===== config.mk =====
export PLATFORM = sky130hd
export DESIGN_NAME = gearbox_256_64
export DESIGN_NICKNAME = d
export VERILOG_FILES = /design/src/rtl/gearbox_256_64_pkg.sv /design/src/rtl/gb_pingpong_buf.sv /design/src/rtl/gearbox_256_64.sv
export SDC_FILE = /design/constraint.sdc
export NUM_CORES = 1
export LEC_CHECK = 0
export ABC_AREA = 1
export ABC_CLOCK_PERIOD_IN_PS = 3900
export BUFFER_PORTS_ARGS = -buffer_cell sky130_fd_sc_hd__buf_2
export CAP_MARGIN = 5
export CORE_MARGIN = 5
export CORE_UTILIZATION = 45
export CTS_CLUSTER_SIZE = 16
export DETAILED_ROUTE_END_ITERATION = 8
export PLACE_DENSITY = 0.72
export SLEW_MARGIN = 30
export SYNTH_ARGS = -nofsm -noshare
export SYNTH_HDL_FRONTEND = slang
export SYNTH_SLANG_ARGS = --single-unit

===== constraint.sdc =====
create_clock -name clk -period 3.9 [get_ports clk]
set_clock_uncertainty 0.05 [all_clocks]
set_input_delay 0.195 -clock clk [delete_from_list [all_inputs] [get_ports clk]]
set_output_delay 0.195 -clock clk [all_outputs]
set_load 0.05 [all_outputs]

===== src/rtl/gearbox_256_64_pkg.sv =====
// Shared PCS datapath constants and lane helpers for the 256-to-64 gearbox.
package gearbox_256_64_pkg;

  localparam int PCS_W256   = 256;
  localparam int PCS_W64    = 64;
  localparam int RATIO      = PCS_W256 / PCS_W64;
  localparam int LANE_IDX_W = $clog2(RATIO);
  localparam int GB_DEPTH   = 2;

  typedef logic [LANE_IDX_W-1:0] lane_idx_t;

  function automatic logic is_last_beat(input lane_idx_t beat);
    return beat == lane_idx_t'(RATIO - 1);
  endfunction

  function automatic lane_idx_t next_beat(input lane_idx_t beat);
    return is_last_beat(beat) ? '0 : beat + 1'b1;
  endfunction

endpackage


===== src/rtl/gb_pingpong_buf.sv =====
// Two-entry word buffer with wrapping read/write pointers; the occupancy count
// tells full from empty since the pointers alone cannot.
module gb_pingpong_buf
  import gearbox_256_64_pkg::*;
#(
  parameter int IN_W  = PCS_W256,
  parameter int DEPTH = GB_DEPTH,
  localparam int PTR_W = (DEPTH > 1) ? $clog2(DEPTH) : 1,
  localparam int CNT_W = $clog2(DEPTH + 1)
) (
  input  logic             clk,
  input  logic             reset_n,
  input  logic             push,
  input  logic             rel,
  input  logic [IN_W-1:0]  wdata,
  output logic [IN_W-1:0]  rdata,
  output logic [CNT_W-1:0] count_next,
  output logic             full,
  output logic             empty
);

  logic [IN_W-1:0]  mem [DEPTH];
  logic [PTR_W-1:0] wr_ptr;
  logic [PTR_W-1:0] rd_ptr;
  logic [CNT_W-1:0] count;

  function automatic logic [PTR_W-1:0] ptr_inc(input logic [PTR_W-1:0] p);
    return (p == PTR_W'(DEPTH - 1)) ? '0 : p + 1'b1;
  endfunction

  assign count_next = count + CNT_W'(push) - CNT_W'(rel);
  assign full       = (count == CNT_W'(DEPTH));
  assign empty      = (count == '0);
  assign rdata      = mem[rd_ptr];

  always_ff @(posedge clk or negedge reset_n) begin
    if (!reset_n) begin
      wr_ptr <= '0;
      rd_ptr <= '0;
      count  <= '0;
      for (int i = 0; i < DEPTH; i++) mem[i] <= '0;
    end else begin
      if (push) begin
        mem[wr_ptr] <= wdata;
        wr_ptr      <= ptr_inc(wr_ptr);
      end
      if (rel) rd_ptr <= ptr_inc(rd_ptr);
      count <= count_next;
    end
  end

endmodule


===== src/rtl/gearbox_256_64.sv =====
// Serialises 256-bit words into four 64-bit beats, lane 0 first, with a
// ping-pong buffer so the next word can land while the current one drains.
module gearbox_256_64
  import gearbox_256_64_pkg::*;
#(
  parameter int IN_W   = PCS_W256,
  parameter int LANE_W = PCS_W64,
  parameter int DEPTH  = GB_DEPTH
) (
  input  logic                  clk,
  input  logic                  reset_n,
  input  logic                  in_enable,
  output logic                  out_idle,
  input  logic [IN_W-1:0]       in_data,
  input  logic                  in_datavalid,
  output logic [LANE_W-1:0]     out_data,
  output logic                  out_datavalid,
  output logic [LANE_IDX_W-1:0] out_lane_idx,
  input  logic                  in_idle
);

  localparam int CNT_W = $clog2(DEPTH + 1);

  logic             push;
  logic             pop;
  logic             rel;
  logic             full;
  logic             empty;
  logic [CNT_W-1:0] count_next;
  logic [IN_W-1:0]  rd_word;
  logic [LANE_W-1:0] lane_word;
  logic [LANE_W-1:0] data_hold;
  lane_idx_t        beat;
  logic             out_idle_q;

  gb_pingpong_buf #(
    .IN_W  (IN_W),
    .DEPTH (DEPTH)
  ) u_buf (
    .clk        (clk),
    .reset_n    (reset_n),
    .push       (push),
    .rel        (rel),
    .wdata      (in_data),
    .rdata      (rd_word),
    .count_next (count_next),
    .full       (full),
    .empty      (empty)
  );

  // in_datavalid without out_idle is a protocol error and is dropped here.
  assign push = in_enable & in_datavalid & out_idle & ~full;
  assign pop  = in_enable & in_idle & ~empty;
  assign rel  = pop & is_last_beat(beat);

  assign out_idle      = out_idle_q & in_enable;
  assign out_datavalid = pop;
  assign out_lane_idx  = beat;
  assign lane_word     = rd_word[int'(beat) * LANE_W +: LANE_W];
  // With nothing buffered the line keeps showing the last beat driven.
  assign out_data      = empty ? data_hold : lane_word;

  always_ff @(posedge clk or negedge reset_n) begin
    if (!reset_n) begin
      beat       <= '0;
      out_idle_q <= 1'b0;
      data_hold  <= '0;
    end else if (in_enable) begin
      if (pop) beat <= next_beat(beat);
      out_idle_q <= (count_next < CNT_W'(DEPTH));
      data_hold  <= out_data;
    end
  end

endmodule


==> metrics.txt <==
status finished with violations; failing checks negative hold slack; cts hold-fix bufs 260; Post-synth ARST share 1.00; Lkg Pwr 19.8 nW; # setup viols final 0; DPL Wire Length 49600 microns; Synth area leader dfrtp_1; startpoint types flip-flop; largest stage delay on the critical path 0.84 ns; Yosys reg bits 583; R2R setup slack 1.39 ns; CP required 3.65 ns; largest net degree at the start of global routing 156; core area 64300 sq um; post-CTS setup buffers 0; r2r worst-path depth 7; Rows 93; Port-buffer cells 328; CP Capture Point out_data[42]; pwr dens 879 nW/um^2; Cell Area, Synth 29200 sq um; Util after Layout 0.564; most frequent CP cell nand3_1; total CTS buffers 68; synthesis warning total 0; Post-DP Area 31400 sq um; Synthesized Nets 4130; gr ovfl total 0; Area Growth Syn to Fin 24.1%; Rel. slew slack 0.320; RD Place Congestion 0.833; Slew @ Worst Pin 1.02 ns; area share of the largest cell type after synthesis 0.499; initial antenna violation count 6; Clock Path Buffers 3; final slew viol count 0; Mean Syn Cell Area 7.56 sq um; drt initial violations 2447; Detail Route Antenna Nets 0; Reg clk slew, reported paths 0.06 ns; Die X-Extent 265 microns; crit-path max FO 37; Initial Util 0.454; Post-synth EDFFs 0; RR Endpoint data_hold[42]$_DFFE_PN0P_; DRT Wirelength 84400 microns; DR vias/cell 4.99; Worst Setup SP out_lane_idx[1]$_DFFE_PN0P_; worst r2r src out_lane_idx[1]$_DFFE_PN0P_; Area contributors post-synth dfrtp_1, nand2_1, inv_1; CP cell instances inv_2, buf_12, nand3_1, nand3_1, nand2_1, buf_2; setup_tns 0 ns; fin nets 4603; post-DR wirelength/cell 16.1 microns; post-layout min period 3.26 ns; # H-tree levels 3; Max Cap Viol 0; crit path DAT 3.02 ns; Initial DRT Pass Iterations 6; global-route wire length before repair 137000 microns; min-delay worst type in -> async; fill count 5605; Die ar. 70100 sq um; vias in the first global route 25800; CTS tree yes; Root Driver clkbuf_16; Critical Path End Type primary output; final non-filler cell area 36300 sq um; # IOs 329; CTS sink count 583; share of cells above drive strength 1 0.160; fin crit share 0.837; sequential share of the synthesized area 0.499; synth cell count leaders nand2_1, inv_1, dfrtp_1; clock latency on the worst-skew pair 0.59 ns; synth unique cells 18; GRT Total Usage 0.238; Cells after Synth 3866; Crit Path Category reg -> out; RSZ-0062 raised after global routing false; die span in y 265 microns; DRC 0; Fin. Hold Viols 7; Max Fclk 0.306 GHz; Overall Power 0.0319 W; most frequent cell after synthesis nand2_1; Worst VDD drop 833 uV; Fin Hold WS -0.00496 ns; CP max-delay cell dfrtp_4; Post-synth top flop dfrtp_1; CTS-repair resized insts 0; Via Count 26200
worst max-delay path: cells and delay by family (launching register included):
family	cells	cell delay [ns]
buffers and inverters	3	1.19
and+or+nand+nor	3	0.35
DFF	1	0.84
worst min path at each step:
stage	to	cells past startpoint	startpoint
2_1_floorplan	data_hold[0]$_DFFE_PN0P_	0	reset_n
3_3_place_gp	u_buf.mem[130]$_DFFE_PN0P_	1	reset_n
3_5_place_dp	u_buf.mem[130]$_DFFE_PN0P_	1	reset_n
4_1_cts	u_buf.mem[130]$_DFFE_PN0P_	2	reset_n
5_1_grt	u_buf.mem[195]$_DFFE_PN0P_	2	reset_n
6_report	u_buf.mem[451]$_DFFE_PN0P_	2	reset_n
registers in the layout, indices dropped and copies added, names as in the netlist:
name / cells
u_buf.count: 2
out_idle_q: 1
data_hold: 64
u_buf.rd_ptr: 1
out_lane_idx: 2
u_buf.wr_ptr: 1
u_buf.mem: 512
power breakdown:
group,switching [W],internal (W)
Combinational,0.0103,0.00460
Sequential,0.00164,0.00893
Clock,0.00256,0.00385
per-layer routing:
metal / vias up / share of wire / wire (microns) / GRT usage
li1: 12700 / - / - / -
met1: 12300 / 0.44 / 37000 / 0.332
met2: 908 / 0.46 / 38800 / 0.373
met3: 230 / 0.062 / 5220 / 0.0360
met4: 4 / 0.039 / 3280 / 0.0980
met5: - / 0.00025 / 21 / 0
area by class of cell:
| type | instances | area [sq um] | share of cell area |
|---|---|---|---|
| Clock buffer | 100 | 2050 | 0.0564 |
| Sequential cell | 583 | 14600 | 0.403 |
| Clock inverter | 22 | 229 | 0.00631 |
| Tap cell | 855 | 1070 | 0.0295 |
| Antenna cell | 2 | 5.00 | 0.000138 |
| Inverter | 652 | 2460 | 0.0678 |
| Multi-Input combinational cell | 2391 | 10900 | 0.301 |
| Timing Repair Buffer | 643 | 4940 | 0.136 |
cell usage in the layout (no fill, tap or decap), types with 34 or more instances in the layout:
cell           count
inv_1            647
o21ai_0          265
dfrtp_1          580
o21ai_2          200
nand2_1         1479
clkbuf_16         71
o21ai_1           50
buf_2            327
dlygate4sd3_1    260
buf_4             34
nand3_1          386
cell families (layout without fill, tap and decap cells):
group / after synthesis / after routing / share of synthesized area
other: 0 / 2 / 0
adders and majority gates: 3 / 3 / 0.00128
and+or+nand+nor: 1870 / 1870 / 0.257
buffers and inverters: 892 / 1417 / 0.128
DFF: 583 / 583 / 0.499
xor gates and xnor gates: 3 / 3 / 0.000899
AOI/OAI and AO/OA: 515 / 515 / 0.114
through the flow:
stage / std cells / setup slack [ns] / hold WS (ns)
finish: 5248 / 0.636 / -0.00496
global route: 5248 / 0.490 / 0.00311
CTS: 5245 / 0.617 / 0.237
detailed placement: 4863 / 1.28 / 0.296
global placement: 4863 / 1.29 / 0.294
floorplan: 3866 / 1.80 / -0.151
Power figures use the tool's default switching activity.
